## config.mk

```make
export PLATFORM = sky130hd
export DESIGN_NAME = modulo_updown_counter
export DESIGN_NICKNAME = d
export VERILOG_FILES = /design/src/rtl/modulo_updown_counter.sv
export SDC_FILE = /design/constraint.sdc
export NUM_CORES = 1
export LEC_CHECK = 0
export CORE_UTILIZATION = 40
export DETAILED_ROUTE_END_ITERATION = 8
export PLACE_DENSITY = 0.79
export SETUP_SLACK_MARGIN = 0.5
export SYNTH_ARGS = -nofsm -noshare
export SYNTH_HDL_FRONTEND = slang
export SYNTH_SLANG_ARGS = --single-unit
```

## constraint.sdc

```tcl
create_clock -name clk -period 2.2 [get_ports clk]
set_clock_uncertainty 0.05 [all_clocks]
set_input_delay 0.33 -clock clk [delete_from_list [all_inputs] [get_ports clk]]
set_output_delay 0.33 -clock clk [all_outputs]
set_load 0.01 [all_outputs]
```

## src/rtl/modulo_updown_counter.sv

```systemverilog
// Runtime-programmable modulo up/down counter with load, sync clear and cascadable
// terminal count. Modulus is mod_m1+1, selectable per cycle from 1 to MAX_N.
module modulo_updown_counter #(
    parameter  int MAX_N = 16,
    localparam int WIDTH = (MAX_N > 1) ? $clog2(MAX_N) : 1
) (
    input  logic             clk,
    input  logic             rst,
    input  logic             clr,
    input  logic             load,
    input  logic [WIDTH-1:0] load_val,
    input  logic             en,
    input  logic             up,
    input  logic [WIDTH-1:0] mod_m1,
    output logic [WIDTH-1:0] count,
    output logic             tc,
    output logic             wrap
);

    logic [WIDTH-1:0] count_next;
    logic             at_top;
    logic             at_bottom;
    logic             step;

    assign at_top    = (count == mod_m1);
    assign at_bottom = (count == '0);
    assign step      = en && !clr && !load;

    // Out-of-range counts (count > mod_m1) match neither terminal, so they never raise tc.
    assign tc = rst && step && ((up && at_top) || (!up && at_bottom));

    always_comb begin
        // NOTE: default assigned first so every path drives count_next and no latch is inferred.
        count_next = count;
        if (clr) begin
            count_next = '0;
        end else if (load) begin
            count_next = load_val;
        end else if (en) begin
            if (up) begin
                if (at_top)
                    count_next = '0;
                else if (count < mod_m1)
                    count_next = count + 1'b1;
                else
                    count_next = '0;
            end else begin
                if (at_bottom)
                    count_next = mod_m1;
                else if (count <= mod_m1)
                    count_next = count - 1'b1;
                else
                    count_next = mod_m1;
            end
        end
    end

    // NOTE: sequential state uses non-blocking assignments so all registers update together.
    always_ff @(posedge clk or negedge rst) begin
        if (!rst) begin
            count <= '0;
            wrap  <= 1'b0;
        end else begin
            count <= count_next;
            wrap  <= tc;
        end
    end

endmodule

```

After elaboration in Yosys (flattened, before gate mapping)
Cells that the tools add are included.

operators by class
  $add $sub $neg = 2
  magnitude comparators = 2
  equal/unequal tests = 1
  muxes and demuxes = 8
  reduce and logical (&&, ||, !) cells = 12

operator list
  kind                                                                 number
  4-bit 2-to-1 mux                                                     8
  1-bit logical AND                                                    6
  4-bit by 1-bit adder with 4-bit output (second input constant)       1
  4-bit == test                                                        1
  4-bit <= comparator                                                  1
  4-bit zero test                                                      1
  4-bit < comparator                                                   1
  4-bit by 1-bit subtractor with 4-bit output (second input constant)  1
  1-bit zero test                                                      3
  3-bit nonzero test                                                   1
  1-bit logical OR                                                     1

storage, ports and cells
  register bits after elaboration = 5
  input bits = 14
  output and inout port bits = 6
  logic and storage cells = 27

Depth between registers and ports, before layout
  depth after elaboration = 7
  mapped depth = 7
  mapped depth without buffers = 7

Least setup slack after synthesis
No wires, ideal clock.

  path kind = flip-flop to output port
  start point = reg count[0]
  end point = out tc
  arrival = 1788 ps
  data required time = 1820 ps
  slack = 32 ps
  stages on the path, launching flop included = 7
  buffers on the path = 0
  path through = dfrtp_1 -> inv_1 -> ha_1 -> or3b_4 -> nor2_1 -> a21oi_1 -> nor4b_1

between the ends
  longest elaborated chain between the ends = 4
  elaborated cells between the ends (all ways) = 6
  classes of those cells = eq/ne (1); reduce/logical (5)

ends and longest elaborated chain
  item                                              RTL line  text
  start: declaration                                15        output logic [WIDTH-1:0] count,
  start signal: assignment                          64        count <= count_next;
  4-bit == test or 4-bit zero test (tied branches)  25, 26
  1-bit logical AND                                 30        assign tc = rst && step && ((up && at_top) || (!up && at_bottom));
  1-bit logical OR *                                30
  1-bit logical AND *                               30
  end: declaration                                  16        output logic tc,

Every way passes the cells marked *; elsewhere a longest branch is shown, timed or not.

Worst setup path after layout
  start point = reg count[0]
  end point = reg count[3]

between the ends
  longest elaborated chain between the ends = 7
  elaborated cells between the ends (all ways) = 14
  classes of those cells = add/sub (2); order compare (2); eq/ne (1); mux (8); reduce/logical (1)

ends and longest elaborated chain
  item                                                                       RTL line  text
  4-bit by 1-bit subtractor with 4-bit output, or another cell as far along  51        count_next = count - 1'b1;
  4-bit 2-to-1 mux, on equally long branches                                 50, 43
  4-bit 2-to-1 mux, on equally long branches                                 48, 41
  4-bit 2-to-1 mux *                                                         40        if (up) begin
  4-bit 2-to-1 mux *                                                         39        end else if (en) begin
  4-bit 2-to-1 mux *                                                         37        end else if (load) begin
  4-bit 2-to-1 mux *                                                         35        if (clr) begin

Every way passes the cells marked *; elsewhere a longest branch is shown, timed or not. The select of a mux whose other input is x is not followed.
A chain may end at the register's enable or synchronous reset.

==> flow_summary.ini <==
[sta]
setup_viol = 3
fin_crit_sh_pct = 108.0
fmax_ghz = 0.4211
fin_ws_ns = -0.1749
slew_viol_final = 0
report.final.hold_viol_count = 0
rsz0062_at_grt = yes
maxSlewHeadroom_pct = 75.77
tightest_slew_ns = 0.3635
whs_ns = 0.3865
layout_min_cycle_time_ns = 2.375

[synth]
ys_ff_latch = 5
ys_seq_area_share_pct = 22.57
synthArstFlopShare_pct = 100.0
synth_flop_cell = dfrtp_1
syn-num-nets = 88
syn_inst = 68
ys_top_cells_by_area = dfrtp_1 23%, ha_1 14%, a21oi_1 8.1%
synth.distinct_cells = 30
avgSynthCellArea_um2 = 8.151
yosys.area.top_type = dfrtp_1
yosys.area.top_type_share_pct = 22.57
synth_edf_count = 0
synth_area_um2 = 554.3
ys.warnings.count = 0

[die]
start_util_pct = 42.60
die_x_um = 39.23
dieArea_um2 = 1539
core-area_um2 = 1301
io-pin-count = 20
die_h_um = 39.23
fp-row-count = 13

[drt]
drt-initial-drc-count = 27
ant_nets = 0
top_layer_used = met4
wl_mm = 2.391
vias = 791
post_drt_wl_per_cell_um = 17.98
wl_met2_mm = 1.139
wl_met3_um = 176
routed_via_density = 5.947
dr.pass1.iters = 4
m1WireLength_um = 953
route.detailed.drc = 0

[clock_tree]
clock-sinks = 5
cts_tree = done
cts.hold.buffers_added = 0
cts_root_buffer = clkbuf_4
ctsHtreeMaxLevel = 1
cts_buffer_depth = 2
clock_latency_ns = 0.24
numCtsBuffers = 3
clkSlewWorstSetupHoldPaths_ns = 0.04

[layout]
num_antenna_cells = 0
drive_gt1_share_pct = 45.76
areaGrowthSynthToFinish_pct = 97.52
fin_area_um2 = 1095
stdcell_count = 133
final_util_pct = 84.13
fin_nets = 139

[worst_setup_path]
r2r-end = count[3]
rrSetupSlack_ns = -0.17
arrival_ns = 2.48
path_class = register to register
worstPathRequired_ns = 2.30
reg2reg_depth = 9
critPathMaxFanout = 4
crit_start = count[0]
start_kind = register
end_kind = register
r2r_start = count[0]

[place]
hpwlAfterDp_mm = 1.288
post_dp_cell_area_um2 = 904.6
io_buffers = 19
dp_cells = 117
gp_congestion = 0.8814

[global_routing]
grt_overflow = 0
grt_usage_pct = 29.59
antenna_found_initial = 0
first_global_vias = 679
grt_pass1_wl_mm = 3.042
grt_max_degree = 11

[hold_path]
worstHoldPathType = input pin to async pin

[power]
total_power_mw = 0.6190
powerDensity_nw_per_um2 = 565.4
leakage_nw = 0.5095
ir_worst_vdd_mv = 0.4082

[status]
status = complete, but fails checks
violations = negative setup slack

[run]
drv_cap = 0
-- cells in the mapped netlist, drive strengths merged, types with 2 or more instances --
cell type  n
nor2b      2
ha         6
nor2       5
clkbuf     2
a21oi      9
xor2       3
o221ai     2
nand2      5
dfrtp      5
inv        5
nor3       3
o22ai      2
nand2b     2
-- kinds of logic (layout without fill, tap and decap cells) --
family / Yosys count / after routing / synth area share (%)
and+or+nand+nor: 25 / 25 / 25.96
AOI/OAI and AO/OA: 21 / 21 / 26.86
buffers and inverters: 7 / 57 / 4.741
adders and majority gates: 6 / 6 / 13.54
DFF: 5 / 5 / 22.57
xor gates and xnor gates: 4 / 4 / 6.322
-- placed cells by master, fill, tap and decap left out, types with 4 or more instances in the layout --
cell type,n
buf_4,23
a21oi_1,7
nor2_1,4
clkdlybuf4s50_1,10
buf_6,6
dlygate4sd2_1,7
nand2_1,5
-- state kept, by name (all words and copies together), names as in the netlist --
register / count
count: 4
wrap: 1
-- routing by layer --
| layer | track usage (%) | up-vias |
|---|---|---|
| met1 | 37.72 | 368 |
| li1 | - | 356 |
| met3 | 8.671 | 16 |
| met4 | 5.172 | 0 |
| met2 | 49.17 | 51 |
| met5 | 0 | - |
-- metrics by stage --
| step | setup TNS [ns] | setup WS, ns |
|---|---|---|
| after floorplan | 0 | 0.1727 |
| after CTS | -0.04430 | -0.04430 |
| after global routing | -0.4851 | -0.2090 |
| after global placement | -0.9061 | -0.4750 |
| after detailed placement | -1.065 | -0.4926 |
| final | -0.3398 | -0.1749 |
-- worst max-delay path, stage by stage (launching register included) --
cell      delay (ns)
dfrtp_2         0.40
inv_2           0.09
ha_4            0.13
or3b_4          0.38
buf_4           0.15
buf_6           0.11
and2_4          0.13
a22o_4          0.23
a2111o_1        0.42
o22ai_1         0.19
-- power breakdown --
group,switching (mW),internal (mW)
clock network,0.0387,0.0687
logic,0.177,0.221
registers,0.0102,0.104
total,0.226,0.393
-- how the worst max path moves through the flow --
stage | to | slack [ns] | depth (start not counted)
detailed placement | tc | -0.49 | 7
global route | tc | -0.21 | 7
global placement | tc | -0.47 | 7
floorplan | count[3] | 0.17 | 7
finish | count[3] | -0.17 | 9
CTS | tc | -0.04 | 7
-- final cells by class --
| class | count | area [um2] |
|---|---|---|
| Inverter | 5 | 18.77 |
| Tap cell | 15 | 18.77 |
| Fill cell | 72 | 206.4 |
| Timing Repair Buffer | 48 | 419.2 |
| Clock buffer | 4 | 26.28 |
| Sequential cell | 5 | 127.6 |
| Multi-Input combinational cell | 56 | 484.2 |
-- what timing repair did --
| item | 4_1_cts | 5_1_grt |
|---|---|---|
| cloned | 0 | 0 |
| buffers inserted | 7 | 5 |
| setup endpoints to repair | 7 | 7 |
| pin swaps | 8 | 4 |
| gates resized for setup | 25 | 6 |
Power figures use the tool's default switching activity.
